$ cat src/rtl/tmds_pkg.sv
// tmds_pkg: shared mode type, disparity type and fixed symbol constants
// used by the multi-channel TMDS encoder and its per-channel engine.
package tmds_pkg;

  // Per-symbol operating mode carried alongside each input byte
  typedef enum logic [1:0] {
    MODE_CTRL  = 2'b00,
    MODE_VIDEO = 2'b01,
    MODE_GUARD = 2'b10,
    MODE_RSVD  = 2'b11
  } tmds_mode_e;

  // Running disparity: 5-bit two's complement, wraps rather than saturates
  typedef logic signed [4:0] disp_t;

  // Control-period tokens indexed by {C1,C0}, written as bits 9..0
  localparam logic [9:0] CTRL_TOKEN_00 = 10'b1101010100;
  localparam logic [9:0] CTRL_TOKEN_01 = 10'b0010101011;
  localparam logic [9:0] CTRL_TOKEN_10 = 10'b0101010100;
  localparam logic [9:0] CTRL_TOKEN_11 = 10'b1010101011;

  // Guard-band symbols; even channels use GUARD_EVEN, odd channels GUARD_ODD
  localparam logic [9:0] GUARD_EVEN = 10'b1011001100;
  localparam logic [9:0] GUARD_ODD  = 10'b0100110011;

  // Number of ones in a byte (0..8)
  function automatic logic [3:0] popcount8(input logic [7:0] v);
    logic [3:0] n;
    n = 4'd0;
    for (int i = 0; i < 8; i++) begin
      n = n + {3'b000, v[i]};
    end
    return n;
  endfunction

  // Map the two control bits onto their control-period token
  function automatic logic [9:0] ctrl_token(input logic [1:0] c);
    logic [9:0] t;
    case (c)
      2'b00:   t = CTRL_TOKEN_00;
      2'b01:   t = CTRL_TOKEN_01;
      2'b10:   t = CTRL_TOKEN_10;
      default: t = CTRL_TOKEN_11;
    endcase
    return t;
  endfunction

endpackage

$ cat src/rtl/tmds_channel_enc.sv
// tmds_channel_enc: one TMDS lane. Stage 1 turns the pixel byte into the
// transition-minimised q_m word; stage 2 picks the DC-balancing inversion
// (or a control / guard symbol) and tracks this lane's running disparity.
module tmds_channel_enc
  import tmds_pkg::*;
#(
  parameter int CH_IDX = 0,
  parameter int GB_EN  = 1
) (
  input  logic       i_clk,
  input  logic       i_rst,
  input  logic       i_hold,
  input  logic [7:0] i_data,
  input  logic [1:0] i_ctrl,
  input  tmds_mode_e i_mode,
  input  logic       i_s1_valid,
  output logic [9:0] o_tmds,
  output disp_t      o_disparity
);

  // Stage-1 state
  logic [8:0] r_q_m;
  tmds_mode_e r_mode;
  logic [1:0] r_ctrl;

  // Stage-2 state
  logic [9:0] r_tmds;
  disp_t      r_cnt;

  // Stage-1 combinational encoding
  logic [3:0] w_n1_d;
  logic       w_use_xnor;
  logic [8:0] w_q_m;

  // Stage-2 combinational balancing
  logic              w_qm8;
  logic [7:0]        w_qm_lo;
  logic [3:0]        w_n1_q;
  logic [3:0]        w_n0_q;
  logic signed [5:0] w_cnt_ext;
  logic signed [5:0] w_bal;
  logic signed [5:0] w_cnt_next;
  logic [9:0]        w_sym;

  // Transition minimisation: XNOR chain for bytes heavy in ones, XOR otherwise
  always_comb begin
    w_n1_d     = popcount8(i_data);
    w_use_xnor = (w_n1_d > 4'd4) || ((w_n1_d == 4'd4) && !i_data[0]);
    w_q_m      = '0;
    w_q_m[0]   = i_data[0];
    for (int i = 1; i < 8; i++) begin
      w_q_m[i] = w_use_xnor ? ~(w_q_m[i-1] ^ i_data[i]) : (w_q_m[i-1] ^ i_data[i]);
    end
    w_q_m[8] = ~w_use_xnor;
  end

  // Symbol selection and next disparity; all sums done 6 bits wide, then wrapped to 5
  always_comb begin
    w_qm8      = r_q_m[8];
    w_qm_lo    = r_q_m[7:0];
    w_n1_q     = popcount8(w_qm_lo);
    w_n0_q     = 4'd8 - w_n1_q;
    w_cnt_ext  = {r_cnt[4], r_cnt};
    w_bal      = $signed({2'b00, w_n1_q}) - $signed({2'b00, w_n0_q});
    w_sym      = '0;
    w_cnt_next = w_cnt_ext;
    case (r_mode)
      MODE_VIDEO: begin
        if ((r_cnt == 5'sd0) || (w_n1_q == w_n0_q)) begin
          // Neutral case: invert only when XNOR chaining was used
          w_sym      = {~w_qm8, w_qm8, (w_qm8 ? w_qm_lo : ~w_qm_lo)};
          w_cnt_next = w_qm8 ? (w_cnt_ext + w_bal) : (w_cnt_ext - w_bal);
        end else if (((r_cnt > 5'sd0) && (w_n1_q > w_n0_q)) ||
                     ((r_cnt < 5'sd0) && (w_n0_q > w_n1_q))) begin
          // Disparity would grow further: send inverted data
          w_sym      = {1'b1, w_qm8, ~w_qm_lo};
          w_cnt_next = w_cnt_ext - w_bal + (w_qm8 ? 6'sd2 : 6'sd0);
        end else begin
          // Disparity is pulled back toward zero by sending data as-is
          w_sym      = {1'b0, w_qm8, w_qm_lo};
          w_cnt_next = w_cnt_ext + w_bal - (w_qm8 ? 6'sd0 : 6'sd2);
        end
      end
      MODE_GUARD: begin
        if (GB_EN != 0) begin
          // Guard bands are DC-neutral over time, so disparity is left alone
          w_sym      = ((CH_IDX % 2) == 0) ? GUARD_EVEN : GUARD_ODD;
          w_cnt_next = w_cnt_ext;
        end else begin
          w_sym      = ctrl_token(r_ctrl);
          w_cnt_next = '0;
        end
      end
      default: begin
        // Control period (and the reserved mode) restarts DC balance
        w_sym      = ctrl_token(r_ctrl);
        w_cnt_next = '0;
      end
    endcase
  end

  // Stage 1: capture q_m with this symbol's mode and control bits
  always_ff @(posedge i_clk or posedge i_rst) begin
    if (i_rst) begin
      r_q_m  <= '0;
      r_mode <= MODE_CTRL;
      r_ctrl <= '0;
    end else if (!i_hold) begin
      r_q_m  <= w_q_m;
      r_mode <= i_mode;
      r_ctrl <= i_ctrl;
    end
  end

  // Stage 2: update symbol and disparity only for real symbols, never for bubbles
  always_ff @(posedge i_clk or posedge i_rst) begin
    if (i_rst) begin
      r_tmds <= '0;
      r_cnt  <= '0;
    end else if (!i_hold && i_s1_valid) begin
      r_tmds <= w_sym;
      r_cnt  <= w_cnt_next[4:0];
    end
  end

  assign o_tmds      = r_tmds;
  assign o_disparity = r_cnt;

endmodule

$ cat src/rtl/tmds_multi_encoder.sv
// tmds_multi_encoder: NUM_CH parallel TMDS lanes sharing one valid/hold
// pipeline, with a sticky flag for symbols that arrive in the reserved mode.
module tmds_multi_encoder
  import tmds_pkg::*;
#(
  parameter int NUM_CH = 3,
  parameter int GB_EN  = 1
) (
  input  logic                   system_clk,
  input  logic                   rst,
  input  logic                   in_valid,
  input  logic [1:0]             mode,
  input  logic [NUM_CH*8-1:0]    data_in,
  input  logic [NUM_CH*2-1:0]    ctrl_in,
  input  logic                   hold,
  output logic                   out_valid,
  output logic [NUM_CH*10-1:0]   tmds_out,
  output logic [NUM_CH*5-1:0]    disparity,
  output logic                   mode_err
);

  logic       r_valid_s1;
  logic       r_out_valid;
  logic       r_mode_err;
  tmds_mode_e w_mode;

  assign w_mode = tmds_mode_e'(mode);

  // Valid travels alongside the data; hold freezes it like every other stage
  always_ff @(posedge system_clk or posedge rst) begin
    if (rst) begin
      r_valid_s1  <= 1'b0;
      r_out_valid <= 1'b0;
    end else if (!hold) begin
      r_valid_s1  <= in_valid;
      r_out_valid <= r_valid_s1;
    end
  end

  // Sticky error for any accepted symbol using the reserved mode
  always_ff @(posedge system_clk or posedge rst) begin
    if (rst) begin
      r_mode_err <= 1'b0;
    end else if (!hold && in_valid && (w_mode == MODE_RSVD)) begin
      r_mode_err <= 1'b1;
    end
  end

  generate
    for (genvar gi = 0; gi < NUM_CH; gi++) begin : g_ch
      tmds_channel_enc #(
        .CH_IDX (gi),
        .GB_EN  (GB_EN)
      ) u_enc (
        .i_clk       (system_clk),
        .i_rst       (rst),
        .i_hold      (hold),
        .i_data      (data_in[gi*8 +: 8]),
        .i_ctrl      (ctrl_in[gi*2 +: 2]),
        .i_mode      (w_mode),
        .i_s1_valid  (r_valid_s1),
        .o_tmds      (tmds_out[gi*10 +: 10]),
        .o_disparity (disparity[gi*5 +: 5])
      );
    end
  endgenerate

  assign out_valid = r_out_valid;
  assign mode_err  = r_mode_err;

endmodule

$ cat config.mk
export PLATFORM = sky130hd
export DESIGN_NAME = tmds_multi_encoder
export DESIGN_NICKNAME = d
export VERILOG_FILES = /design/src/rtl/tmds_pkg.sv /design/src/rtl/tmds_channel_enc.sv /design/src/rtl/tmds_multi_encoder.sv
export SDC_FILE = /design/constraint.sdc
export NUM_CORES = 1
export LEC_CHECK = 0
export BUFFER_PORTS_ARGS = -buffer_cell sky130_fd_sc_hd__buf_4
export CAP_MARGIN = 20
export CORE_UTILIZATION = 60
export CTS_CLUSTER_SIZE = 10
export DETAILED_ROUTE_END_ITERATION = 10
export PLACE_DENSITY = 0.93
export SETUP_SLACK_MARGIN = 0.5
export SYNTH_ARGS = -nofsm -noshare
export SYNTH_HDL_FRONTEND = slang
export SYNTH_SLANG_ARGS = --single-unit
$ cat constraint.sdc
create_clock -name system_clk -period 5 [get_ports system_clk]
set_clock_uncertainty 0.05 [all_clocks]
set_input_delay 0.25 -clock system_clk [delete_from_list [all_inputs] [get_ports system_clk]]
set_output_delay 0.25 -clock system_clk [all_outputs]
set_load 0.05 [all_outputs]
Word level (Yosys, flattened, before mapping)
Index checks and enable logic that the tools add are counted.
{"block": "totals", "ff_bits": 83, "latch_bits": 0, "ram_bits": 0, "romBits": 0, "output_inout_bits": 47, "n_memories": 0}
{"block": "op_classes", "addsub": 60, "multipliers": 0, "n_div": 0, "order_cmp": 15, "eq_ne": 15, "n_shift": 0, "n_mux": 54, "bitwise_logic": 52, "reduce_logical": 32}
{"cell": "adder 4 x 1 -> 4 bit", "n": 36}
{"cell": "one-hot mux 10 bit (3 select lines)", "n": 3}
{"cell": "2-to-1 mux 10 bit", "n": 6}
{"cell": "one-hot mux 10 bit (2 select lines)", "n": 3}
{"cell": "2-to-1 mux 5 bit", "n": 9}
{"cell": "one-hot mux 5 bit (2 select lines)", "n": 3}
{"cell": "inverter 1 bit", "n": 28}
{"cell": "greater-than comparator 4 bit", "n": 6}
{"cell": "2-to-1 mux 8 bit", "n": 3}
{"cell": "inverter 8 bit", "n": 3}
{"cell": "2-to-1 mux 1 bit", "n": 21}
{"cell": "bitwise XOR 1 bit", "n": 21}
{"cell": "adder 5 x 3 -> 5 bit", "n": 3}
{"cell": "adder 5 bit", "n": 3}
{"cell": "greater-than comparator 5 x 1 -> 1 bit, second input constant", "n": 3}
{"cell": "zero test 5 bit", "n": 3}
{"cell": "< comparator 5 x 1 -> 1 bit, second input constant", "n": 3}
{"cell": "subtractor 4 x 4 -> 5 bit", "n": 3}
{"cell": "subtractor 5 x 3 -> 5 bit", "n": 3}
{"cell": "subtractor 5 bit", "n": 3}
{"cell": "adder 1 x 1 -> 2 bit", "n": 6}
{"cell": "equality test 4 x 3 -> 1 bit, second input constant", "n": 3}
{"cell": "equality test 4 bit", "n": 3}
{"cell": "greater-than comparator 4 x 3 -> 1 bit, second input constant", "n": 3}
{"cell": "other kinds (9)", "n": 47}

Logic depth before layout (Yosys ltp)
Gate-level depths: netlist of the first run.
{"block": "depth", "ltp_word": 29, "depth_mapped": 15, "depth_no_buf": 15}

Hierarchy
Synthesis of the first run repeated with hierarchy kept, for this count alone.
{"block": "hier_totals", "hier_cells": 766, "hier_area_um2": 7265.7}
{"module": "tmds_channel_enc (g_ch[0].u_enc)", "instances": 1, "cells_each": 264, "area_each_um2": 2397.3}
{"module": "tmds_channel_enc (g_ch[2].u_enc)", "instances": 1, "cells_each": 250, "area_each_um2": 2389.8}
{"module": "tmds_channel_enc (g_ch[1].u_enc)", "instances": 1, "cells_each": 244, "area_each_um2": 2363.5}
{"module": "tmds_multi_encoder", "instances": 1, "cells_each": 8, "area_each_um2": 115.1}

Worst setup path before layout of the first run
Ideal clock, no wire load.
{"block": "synth_path", "path_type": "register -> register", "from": "register g_ch[1].u_enc.r_q_m[0]", "to": "register g_ch[1].u_enc.r_cnt[3]", "setup_time_ns": 0.121, "t_arrival_ns": 4.139, "required_time_ns": 4.829, "path_slack_ns": 0.690, "stages_incl_launch_ff": 14, "period_less_slack_ns": 4.310, "path_cell_list": "dfrtp_1 ha_1 inv_1 fa_1 fa_1 fa_1 fa_1 ha_1 or3_1 a32oi_1 xor2_1 o21a_1 o31ai_1 a22o_1"}
{"block": "synth_between", "elab_chain_len": 14, "elab_cells_between_ends": 24, "cone_classes": "add/sub: 13; order compare: 2; eq/ne: 1; mux: 4; reduce/logical: 4"}
{"element": "start, declared", "line": "tmds_channel_enc.sv:22", "source": "logic [8:0] r_q_m;"}
{"element": "start signal, assigned", "line": "tmds_channel_enc.sv:109", "source": "r_q_m <= w_q_m;"}
{"element": "adder 1 x 1 -> 2 bit *", "line": "tmds_pkg.sv:31", "source": "n = n + {3'b000, v[i]};"}
{"element": "adder 4 x 1 -> 4 bit * (6 in series)", "line": "tmds_pkg.sv:31"}
{"element": "subtractor 4 bit", "line": "tmds_channel_enc.sv:62", "source": "w_n0_q = 4'd8 - w_n1_q;"}
{"element": "subtractor 4 x 4 -> 5 bit, or another cell as far along", "line": "tmds_channel_enc.sv:64", "source": "w_bal = $signed({2'b00, w_n1_q}) - $signed({2'b00, w_n0_q});"}
{"element": "adder 5 bit, or another cell as far along", "line": "tmds_channel_enc.sv:72, tmds_channel_enc.sv:81"}
{"element": "subtractor 5 x 3 -> 5 bit, or another cell as far along", "line": "tmds_channel_enc.sv:81", "source": "w_cnt_next = w_cnt_ext + w_bal - (w_qm8 ? 6'sd0 : 6'sd2);"}
{"element": "2-to-1 mux 5 bit", "line": "tmds_channel_enc.sv:73", "source": "end else if (((r_cnt > 5'sd0) && (w_n1_q > w_n0_q)) ||"}
{"element": "2-to-1 mux 5 bit *", "line": "tmds_channel_enc.sv:69", "source": "if ((r_cnt == 5'sd0) || (w_n1_q == w_n0_q)) begin"}
{"element": "one-hot mux 5 bit (2 select lines) *", "line": "tmds_channel_enc.sv:67", "source": "case (r_mode)"}
{"element": "end signal, assigned", "line": "tmds_channel_enc.sv:122", "source": "r_cnt <= w_cnt_next[4:0];"}
{"element": "end, declared", "line": "tmds_channel_enc.sv:28", "source": "disp_t r_cnt;"}
Every way passes the cells marked *; elsewhere a longest branch is shown, timed or not.
A chain may end at the register's enable or synchronous reset.

Worst setup path after layout of the first run
{"block": "layout_path", "from": "register g_ch[2].u_enc.r_q_m[1]", "to": "register g_ch[2].u_enc.r_cnt[4]"}
{"block": "layout_between", "elab_chain_len": 14, "elab_cells_between_ends": 24, "cone_classes": "add/sub: 13; order compare: 2; eq/ne: 1; mux: 4; reduce/logical: 4"}
{"element": "start, declared", "line": "tmds_channel_enc.sv:22"}
{"element": "start signal, assigned", "line": "tmds_channel_enc.sv:109"}
{"element": "adder 1 x 1 -> 2 bit *", "line": "tmds_pkg.sv:31"}
{"element": "adder 4 x 1 -> 4 bit * (6 in series)", "line": "tmds_pkg.sv:31"}
{"element": "subtractor 4 bit", "line": "tmds_channel_enc.sv:62"}
{"element": "subtractor 4 x 4 -> 5 bit, or another cell as far along", "line": "tmds_channel_enc.sv:64"}
{"element": "adder 5 bit, or another cell as far along", "line": "tmds_channel_enc.sv:72, tmds_channel_enc.sv:81"}
{"element": "subtractor 5 x 3 -> 5 bit, or another cell as far along", "line": "tmds_channel_enc.sv:81"}
{"element": "2-to-1 mux 5 bit", "line": "tmds_channel_enc.sv:73"}
{"element": "2-to-1 mux 5 bit *", "line": "tmds_channel_enc.sv:69"}
{"element": "one-hot mux 5 bit (2 select lines) *", "line": "tmds_channel_enc.sv:67"}
{"element": "end signal, assigned", "line": "tmds_channel_enc.sv:122"}
{"element": "end, declared", "line": "tmds_channel_enc.sv:28"}
Marked as above.

==> results of run 1 <==
==> cell families (layout without fill, tap and decap cells) <==
group	count (synthesis)	after routing	synth area share [%]
adders and majority gates	95	95	20.62
xor gates and xnor gates	77	77	10.74
muxes	29	29	4.599
and+or+nand+nor	143	143	10.26
DFF	83	83	30.79
buffers and inverters	126	216	7.159
AOI/OAI and AO/OA	169	169	15.84
==> cells in the mapped netlist, types with 2 or more instances <==
library cell	number
o211ai_1	7
and2_1	5
or3_1	4
xnor2_1	50
nand2_1	55
inv_1	101
o21bai_1	9
a31oi_1	4
nand3_1	5
nor2b_1	10
nand2b_1	7
xor2_1	23
mux2i_1	13
dfrtp_1	83
a21oi_1	41
o31ai_1	2
clkbuf_1	21
o21ai_0	48
or2_2	3
o221ai_1	4
nor3b_1	4
nor3_1	4
a21o_1	5
o21a_1	7
buf_2	2
fa_1	27
o2111ai_1	5
or4_1	3
nor4_1	2
mux2_2	16
a32oi_1	8
a22o_1	3
ha_1	68
o22ai_1	10
a211oi_1	6
xnor3_1	2
nor2_1	32
==> worst max-delay path: cells and delay by family, from the launching register on <==
family                     cells  cell delay, ps
and+or+nand+nor                1             140
DFF                            1             410
xor gates and xnor gates       3             710
AOI/OAI and AO/OA              2             240
buffers and inverters          1              50
adders and majority gates      6            2710
==> final cells by class <==
cell class	instances	area (um^2)
clock inverter	6	88.84
tap	140	175.2
fill	766	2909
sequential	83	2077
timing repair buffer	98	738.2
clock buffer	10	127.6
multi-input combinational	513	4388
inverter	102	384.1
==> timing repair <==
action / CTS / global route
setup buffers: 1 / 8
resized for setup: 22 / 15
endpoints found under the setup margin: 21 / 36
hold buffers: 1 / 0
pin swaps: 3 / 14
endpoints found under the hold margin: 32 / 0
gates cloned: 0 / 0
==> sequential cells by signal (all words and copies together) (netlist names) <==
register                flops
g_ch.u_enc.r_mode           2
out_valid                   1
g_ch.u_enc.r_q_m           27
g_ch.u_enc.r_ctrl           6
mode_err                    1
g_ch.u_enc.o_tmds          30
r_valid_s1                  1
g_ch.u_enc.o_disparity     15
==> metal layers <==
metal | global-route usage (%) | vias up | share of wire, %
met5 | 0 | - | 0
met4 | 13.01 | 0 | 3.6
met3 | 6.269 | 54 | 6.0
met2 | 51.05 | 228 | 51
met1 | 36.60 | 2735 | 40
li1 | - | 2602 | -
==> through the flow <==
step | cell area, um^2 | instances | hold WS, ps
2_1_floorplan | 6746 | 722 | 350.6
3_5_place_dp | 7486 | 926 | 301.3
4_1_cts | 7838 | 944 | 49.77
5_1_grt | 7979 | 952 | 57.06
6_report | 7979 | 952 | 59.38
3_3_place_gp | 7486 | 926 | 286.5
==> worst paths after layout <==
kind / cells after the start / startpoint / to
max: 13 / g_ch[2].u_enc.r_q_m[1] / g_ch[2].u_enc.o_disparity[4]
max in group asynchronous: 4 / rst / g_ch[0].u_enc.r_q_m[0]
max reg2reg: 13 / g_ch[2].u_enc.r_q_m[1] / g_ch[2].u_enc.o_disparity[4]
min reg2reg: 1 / mode_err / mode_err
min in group asynchronous: 3 / rst / g_ch[1].u_enc.o_tmds[2]
min: 2 / ctrl_in[4] / g_ch[2].u_enc.r_ctrl[0]
==> results.sh, run 1 <==
export IMPL_outcome="finished clean"
export IMPL_mostFrequentLayoutCell="inv_1"
export IMPL_start_util_pct=61.96
export IMPL_io_pins=83
export IMPL_ys_warn_count=0
export IMPL_overflow=0
export IMPL_core_mm2=0.01089
export IMPL_routedWlPerCell_um=17.61
export IMPL_syn_cell_area_mm2=0.006746
export IMPL_die_w_um=108.0
export IMPL_ant_nets=0
export IMPL_setup_worst_path_end_class="register"
export IMPL_cpPeakStageDelay_ps=560
export IMPL_crit_required_ps=5200
export IMPL_crit_arrival_ps=4630
export IMPL_grt_max_degree=54
export IMPL_final_cell_mix="100 x inv_1, 97 x buf_4, 83 x dfrtp_1, 63 x ha_1, 55 x nand2_1"
export IMPL_worst_slew_pin_slew_ps=777.0
export IMPL_grt_total_usage_pct=29.94
export IMPL_rrSetupSlack_ps=570
export IMPL_tns_ps=0
export IMPL_ys_async_sr_fraction_pct=100.0
export IMPL_synth_area_leaders="dfrtp_1 31%, ha_1 13%, fa_1 8.0%"
export IMPL_grt_pass1_wl_um=26640
export IMPL_place_ws_ps=337.8
export IMPL_drive_gt1_share_pct=21.06
export IMPL_rows=38
export IMPL_gp_congestion=0.9494
export IMPL_postSynthAreaPerCell_um2=9.344
export IMPL_synth_edf_count=0
export IMPL_worst_setup_path_start_kind="register"
export IMPL_slew_viol_final=0
export IMPL_path_clk_slew_ps=80
export IMPL_dr_first_iter_drc_count=323
export IMPL_cts_sinks=83
export IMPL_critical_path_class="reg2reg"
export IMPL_min_period_ps=4433
export IMPL_finalSetupViolCount=0
export IMPL_drt_first_pass_iters=7
export IMPL_antenna_found_initial=0
export IMPL_yosysSeqAreaShare_pct=30.79
export IMPL_diodes=0
export IMPL_hpwl_um=12270
export IMPL_finalWirelength_um=16770
export IMPL_crit_chain="ha_1 -> inv_1 -> fa_1 -> fa_1 -> fa_2 -> fa_2 -> fa_1 -> xor2_2 -> nand3_1 -> xor2_1 -> xnor3_1 -> o21bai_1 -> o211ai_1"
export IMPL_drv_cap=0
export IMPL_vias=5619
export IMPL_fin_util_pct=73.28
export IMPL_cpMostUsedCell="fa_1"
export IMPL_synthFlopType="dfrtp_1"
export IMPL_yosysTopAreaCell="dfrtp_1"
export IMPL_routed_via_density=5.902
export IMPL_port_buffers=82
export IMPL_hold_path_class="in2reg"
export IMPL_cp_slowest_cell="fa_1"
export IMPL_area_growth_pct=18.27
export IMPL_cts_tree="built"
export IMPL_synth_top_area_share_pct=30.79
export IMPL_postLayoutSetupSlackWorst_ps=567.3
export IMPL_die_area_mm2=0.01167
export IMPL_syn_num_nets=853
export IMPL_htree_levels=3
export IMPL_fin_nets=938
export IMPL_max_clock_path_buffers=2
export IMPL_max_slew_margin_pct=48.09
export IMPL_cts_made_buffers=9
export IMPL_fmax_ghz=0.2256
export IMPL_grt_setup_unrepaired="yes"
export IMPL_clkLatencyLatePin_ps=380
export IMPL_grt_pass1_vias=5645
export IMPL_clockRootBuffer="clkbuf_8"
export IMPL_netlist_instances=722
export IMPL_synth_distinct_cells=60
export IMPL_post_route_drc_count=0
export IMPL_min_period_over_period_pct=88.65
export IMPL_critical_path_max_fanout=5
export IMPL_finalHoldViolations=0
export IMPL_die_h_um=108.0
export IMPL_synth_seq_cells=83
Power of run 1 is left out: the tool's default activity adds up to more than one toggle a clock period on the data nets, which glitch-free logic cannot reach.
==> run 2: changes to the inputs <==
Settings changed: SYNTH_HIERARCHICAL set to 1.
==> results.sh, run 2 <==
export IMPL_synth_most_common_cell="inv_1"
export IMPL_worst_setup_path_start_kind="register"
export IMPL_mostFrequentLayoutCell="inv_1"
export IMPL_dr_first_iter_drc_count=350
export IMPL_io_pins=83
export IMPL_synth_seq_cells=87
export IMPL_die_w_um=112.0
export IMPL_place_ws_ps=406.0
export IMPL_fmax_ghz=0.2259
export IMPL_setup_worst_path_end_class="register"
export IMPL_fin_area_mm2=0.008626
export IMPL_ant_nets=0
export IMPL_max_clock_path_buffers=2
export IMPL_crit_required_ps=5180
export IMPL_slew_viol_final=0
export IMPL_outcome="complete, but fails checks"
export IMPL_antenna_found_initial=0
export IMPL_syn_cell_area_mm2=0.007266
export IMPL_grt_pass1_wl_um=27000
export IMPL_gp_congestion=0.9393
export IMPL_largest_reg_flops=30
export IMPL_die_area_mm2=0.01255
export IMPL_routedWlPerCell_um=16.64
export IMPL_final_cell_mix="110 x inv_1, 92 x buf_4, 87 x dfrtp_1, 63 x ha_1, 46 x nand2_1"
export IMPL_core_mm2=0.01161
export IMPL_clkLatencyLatePin_ps=350
export IMPL_ys_warn_count=6
export IMPL_area_growth_pct=18.72
export IMPL_htree_levels=3
export IMPL_routed_via_density=5.850
export IMPL_tns_ps=0
export IMPL_ys_async_sr_fraction_pct=100.0
export IMPL_worst_slew_pin_slew_ps=1086
export IMPL_synth_area_leaders="dfrtp_1 30%, ha_1 12%, fa_1 7.4%"
export IMPL_postSynthAreaPerCell_um2=9.485
export IMPL_cts_tree="built"
export IMPL_postLayoutSetupSlackWorst_ps=574.1
export IMPL_synth_edf_count=0
export IMPL_vias=5868
export IMPL_violations="DRC"
export IMPL_finalWirelength_um=16690
export IMPL_finalHoldViolations=0
export IMPL_multiInputGateArea_mm2=0.004725
export IMPL_grt_total_usage_pct=26.70
export IMPL_rows=39
export IMPL_critical_path_max_fanout=4
export IMPL_drt_first_pass_iters=8
export IMPL_start_util_pct=62.56
export IMPL_yosys_top_cells_count="111 x inv_1, 87 x dfrtp_1, 72 x ha_1"
export IMPL_regArea_mm2=0.002177
export IMPL_syn_num_nets=901
export IMPL_finalSetupViolCount=0
export IMPL_die_h_um=112.0
export IMPL_port_buffers=82
export IMPL_synth_compound_area_share_pct=15.60
export IMPL_synth_top_family_by_area="adder cells"
export IMPL_placedCellCount=975
export IMPL_drv_cap=0
export IMPL_synth_area_mux_share_pct=4.357
export IMPL_diodes=0
export IMPL_crit_arrival_ps=4610
export IMPL_drive_gt1_share_pct=23.14
export IMPL_netlist_instances=766
export IMPL_yosysSeqAreaShare_pct=29.96
export IMPL_critical_path_class="reg2reg"
export IMPL_synthAdderAreaFrac_pct=19.84
export IMPL_yosysTopAreaCell="dfrtp_1"
export IMPL_min_period_over_period_pct=88.52
export IMPL_min_period_ps=4426
export IMPL_grt_pass1_vias=5730
export IMPL_path_clk_slew_ps=70
export IMPL_grt_max_degree=66
export IMPL_post_route_drc_count=4
export IMPL_synth_xor_xnor_area_share_pct=9.437
export IMPL_fin_nets=990
export IMPL_hpwl_um=11910
export IMPL_cts_made_buffers=9
export IMPL_clockRootBuffer="clkbuf_16"
export IMPL_overflow=0
export IMPL_grt_setup_unrepaired="yes"
export IMPL_max_slew_margin_pct=27.47
export IMPL_synthFlopType="dfrtp_1"
export IMPL_hold_path_class="in2reg"
export IMPL_fin_cells=1003
export IMPL_cts_sinks=87
export IMPL_postPlaceCellArea_mm2=0.007991
export IMPL_fill_cells=791
export IMPL_synth_distinct_cells=71
export IMPL_synthSimpleGateAreaFrac_pct=13.43
export IMPL_synth_top_area_share_pct=29.96
[run 2: cell types whose count changed after synthesis, sizes merged, moves of 7 or more]
cell    before  now
a21oi       41   32
clkbuf      21   13
inv        102  114
nand2       55   46
nor2        32   47
nor3         4   38
o21ai       49   36
o22ai       10   28
xor2        24   17
[run 2: cells by family (layout without fill, tap and decap cells)]
kind of cell,after synthesis,in the layout
adder cells (fa/ha/maj),99,99
multiplexers,29,29
buffers and inverters,133,227
XOR/XNOR,68,68
flip-flops,87,87
AND/OR/NAND/NOR,190,190
AO/OA/AOI/OAI,160,160
[run 2: worst max-delay path: stages (launching register included)]
cell,delay (ps)
dfrtp_1,370
inv_1,70
fa_1,550
fa_1,420
fa_1,490
inv_1,40
ha_2,180
fa_1,520
inv_1,90
ha_2,200
or3_1,360
a32oi_2,300
buf_4,160
xor2_1,140
o211ai_1,110
a32o_1,260
[run 2: final timing paths]
check | cells after the start | from | endpoint | slack (ps)
min in group asynchronous | 3 | rst | out_valid | 320
worst max register to register | 15 | g_ch[2].u_enc/r_q_m[0] | g_ch[2].u_enc/o_disparity[3] | 570
worst min register to register | 2 | g_ch[0].u_enc/o_tmds[8] | g_ch[0].u_enc/o_tmds[8] | 460
max in group asynchronous | 4 | rst | g_ch[2].u_enc/o_tmds[9] | 3960
worst max-delay path | 15 | g_ch[2].u_enc/r_q_m[0] | g_ch[2].u_enc/o_disparity[3] | 570
worst min-delay path | 2 | ctrl_in[3] | g_ch[1].u_enc/r_ctrl[1] | 100
[run 2: area by class of cell]
cell class	count	share of cell area (%)
multi-input combinational	546	54.77
sequential	87	25.24
timing repair buffer	96	9.080
inverter	115	5.004
clock buffer	9	2.611
tap	143	2.074
clock inverter	7	1.218
[run 2: timing repair]
| item | in CTS | in global routing |
|---|---|---|
| resized for setup | 5 | 28 |
| setup buffers | 1 | 8 |
| hold buffers | 1 | 0 |
| hold endpoints to repair | 11 | 0 |
| pin swaps | 1 | 13 |
| gates cloned | 0 | 0 |
| setup endpoints to repair | 4 | 19 |
[run 2: layer usage]
metal  up-vias  share of wire (%)  track usage [%]
li1       2773                  -                -
met1      2864                 42            35.28
met2       204                 51            45.92
met3        27                5.4            3.780
met4         0                1.7            7.911
met5         -                  0                0
[run 2: stage by stage]
step,util (%),hold slack (ps)
after floorplan,-,-46.36
after global routing,74.27,96.04
after detailed placement,68.81,105.9
after CTS,72.13,86.62
final,74.27,95.82
after global placement,68.57,100.9
Power of run 2 is left out for the same reason.
==> run 3: changes to the inputs <==
Settings changed: CORE_UTILIZATION 60 to 45, PLACE_DENSITY 0.93 to 0.75.
==> results.sh, run 3 (synthesis gave the netlist of run 2 again) <==
export IMPL_path_clk_slew_ps=60
export IMPL_overflow=0
export IMPL_mostFrequentLayoutCell="inv_1"
export IMPL_crit_chain="inv_2 -> fa_1 -> fa_1 -> fa_1 -> inv_1 -> ha_4 -> fa_2 -> inv_2 -> ha_4 -> or3_4 -> a32oi_4 -> nor2_1 -> or3_1 -> a32o_1"
export IMPL_io_pins=83
export IMPL_crit_arrival_ps=4600
export IMPL_rows=46
export IMPL_max_slew_margin_pct=30.55
export IMPL_gp_congestion=0.9213
export IMPL_grt_pass1_wl_um=26150
export IMPL_cts_tree="built"
export IMPL_cpMostUsedCell="fa_1"
export IMPL_routedWlPerCell_um=14.89
export IMPL_grt_max_degree=66
export IMPL_tns_ps=0
export IMPL_fmax_ghz=0.2268
export IMPL_largest_reg_flops=30
export IMPL_holdWs_ps=83.20
export IMPL_setup_worst_path_end_class="register"
export IMPL_critical_path_max_fanout=4
export IMPL_drv_cap=0
export IMPL_dr_first_iter_drc_count=355
export IMPL_min_period_ps=4409
export IMPL_antenna_found_initial=0
export IMPL_ant_nets=0
export IMPL_met3_usage_pct=3.138
export IMPL_cts_made_buffers=9
export IMPL_finalHoldViolations=0
export IMPL_final_cell_mix="106 x inv_1, 96 x buf_4, 87 x dfrtp_1, 65 x ha_1, 46 x nand2_1"
export IMPL_clockRootBuffer="clkbuf_16"
export IMPL_grt_busiest_layer="met2"
export IMPL_htree_levels=3
export IMPL_post_route_drc_count=0
export IMPL_start_util_pct=45.91
export IMPL_grt_pass1_vias=5369
export IMPL_port_buffers=82
export IMPL_cpPeakStageDelay_ps=580
export IMPL_hpwl_um=12110
export IMPL_finalSetupViolCount=0
export IMPL_outcome="finished clean"
export IMPL_slew_viol_final=0
export IMPL_critical_path_class="reg2reg"
export IMPL_vias=5628
export IMPL_drive_gt1_share_pct=23.67
export IMPL_grt_total_usage_pct=20.07
export IMPL_met1_usage_pct=26.77
export IMPL_postPlaceCellArea_mm2=0.008070
export IMPL_clkLatencyLatePin_ps=350
export IMPL_place_ws_ps=428.8
export IMPL_area_growth_pct=19.32
export IMPL_max_clock_path_buffers=2
export IMPL_min_period_over_period_pct=88.18
export IMPL_finalWirelength_um=16050
export IMPL_die_area_mm2=0.01666
export IMPL_diodes=0
export IMPL_worst_setup_path_start_kind="register"
export IMPL_fin_area_mm2=0.008670
export IMPL_worst_slew_pin_slew_ps=1040
export IMPL_die_h_um=129.1
export IMPL_cp_slowest_cell="fa_2"
export IMPL_crit_required_ps=5190
export IMPL_hold_path_class="in2reg"
export IMPL_cts_sinks=87
export IMPL_drt_first_pass_iters=4
export IMPL_core_mm2=0.01583
export IMPL_use_met2_pct=33.45
export IMPL_grt_setup_unrepaired="yes"
export IMPL_postLayoutSetupSlackWorst_ps=591.1
export IMPL_fin_nets=992
export IMPL_routed_via_density=5.221
export IMPL_die_w_um=129.1
run 3: cell count changes in the layout (fill, tap and decap cells not counted), moves of 3 or more:
cell   before  now
buf_4      92   96
ha_2        9    4
ha_4        0    3
inv_1     110  106
inv_2       4    8
run 3: final cells by class:
class / instances / area [um^2]
Tap cell: 216 / 270.3
Clock buffer: 13 / 260.3
Inverter: 115 / 431.7
Sequential cell: 87 / 2177
Timing Repair Buffer: 98 / 758.2
Multi-Input combinational cell: 546 / 4755
Clock inverter: 3 / 17.52
Fill cell: 1439 / 7158
run 3: worst paths after layout:
kind,startpoint,end,slack [ps],depth (start not counted)
worst min-delay path,ctrl_in[3],g_ch[1].u_enc/r_ctrl[1],80,2
worst max register to register,g_ch[2].u_enc/r_q_m[3],g_ch[2].u_enc/o_disparity[3],590,14
min in group asynchronous,rst,out_valid,320,3
worst max-delay path,g_ch[2].u_enc/r_q_m[3],g_ch[2].u_enc/o_disparity[3],590,14
worst min register to register,mode_err,mode_err,440,1
max in group asynchronous,rst,g_ch[1].u_enc/o_disparity[3],4060,4
run 3: per-stage QoR:
step / util (%) / cells
4_1_cts: 52.95 / 1066
6_report: 54.77 / 1078
3_5_place_dp: 50.99 / 1049
2_1_floorplan: - / 766
3_3_place_gp: 50.99 / 1049
5_1_grt: 54.77 / 1078
run 3: per-layer routing:
metal,up-vias,routed length (um)
li1,2783,-
met1,2743,7324
met2,89,8041
met3,13,475
met4,0,208
met5,-,0
run 3: critical path, delay by kind of cell (launching register included):
| family | cells | cell delay, ps |
|---|---|---|
| DFF | 1 | 370 |
| AOI/OAI and AO/OA | 2 | 540 |
| adders and majority gates | 6 | 2420 |
| and+or+nand+nor | 3 | 740 |
| buffers and inverters | 3 | 180 |
run 3: timing repair:
| item | CTS | global route |
|---|---|---|
| gates resized for setup | 3 | 37 |
| pin swaps | 0 | 22 |
| hold endpoints to repair | 59 | 0 |
| setup buffers | 0 | 10 |
| hold buffers | 1 | 0 |
| endpoints found under the setup margin | 4 | 17 |
Power of run 3 is left out for the same reason.
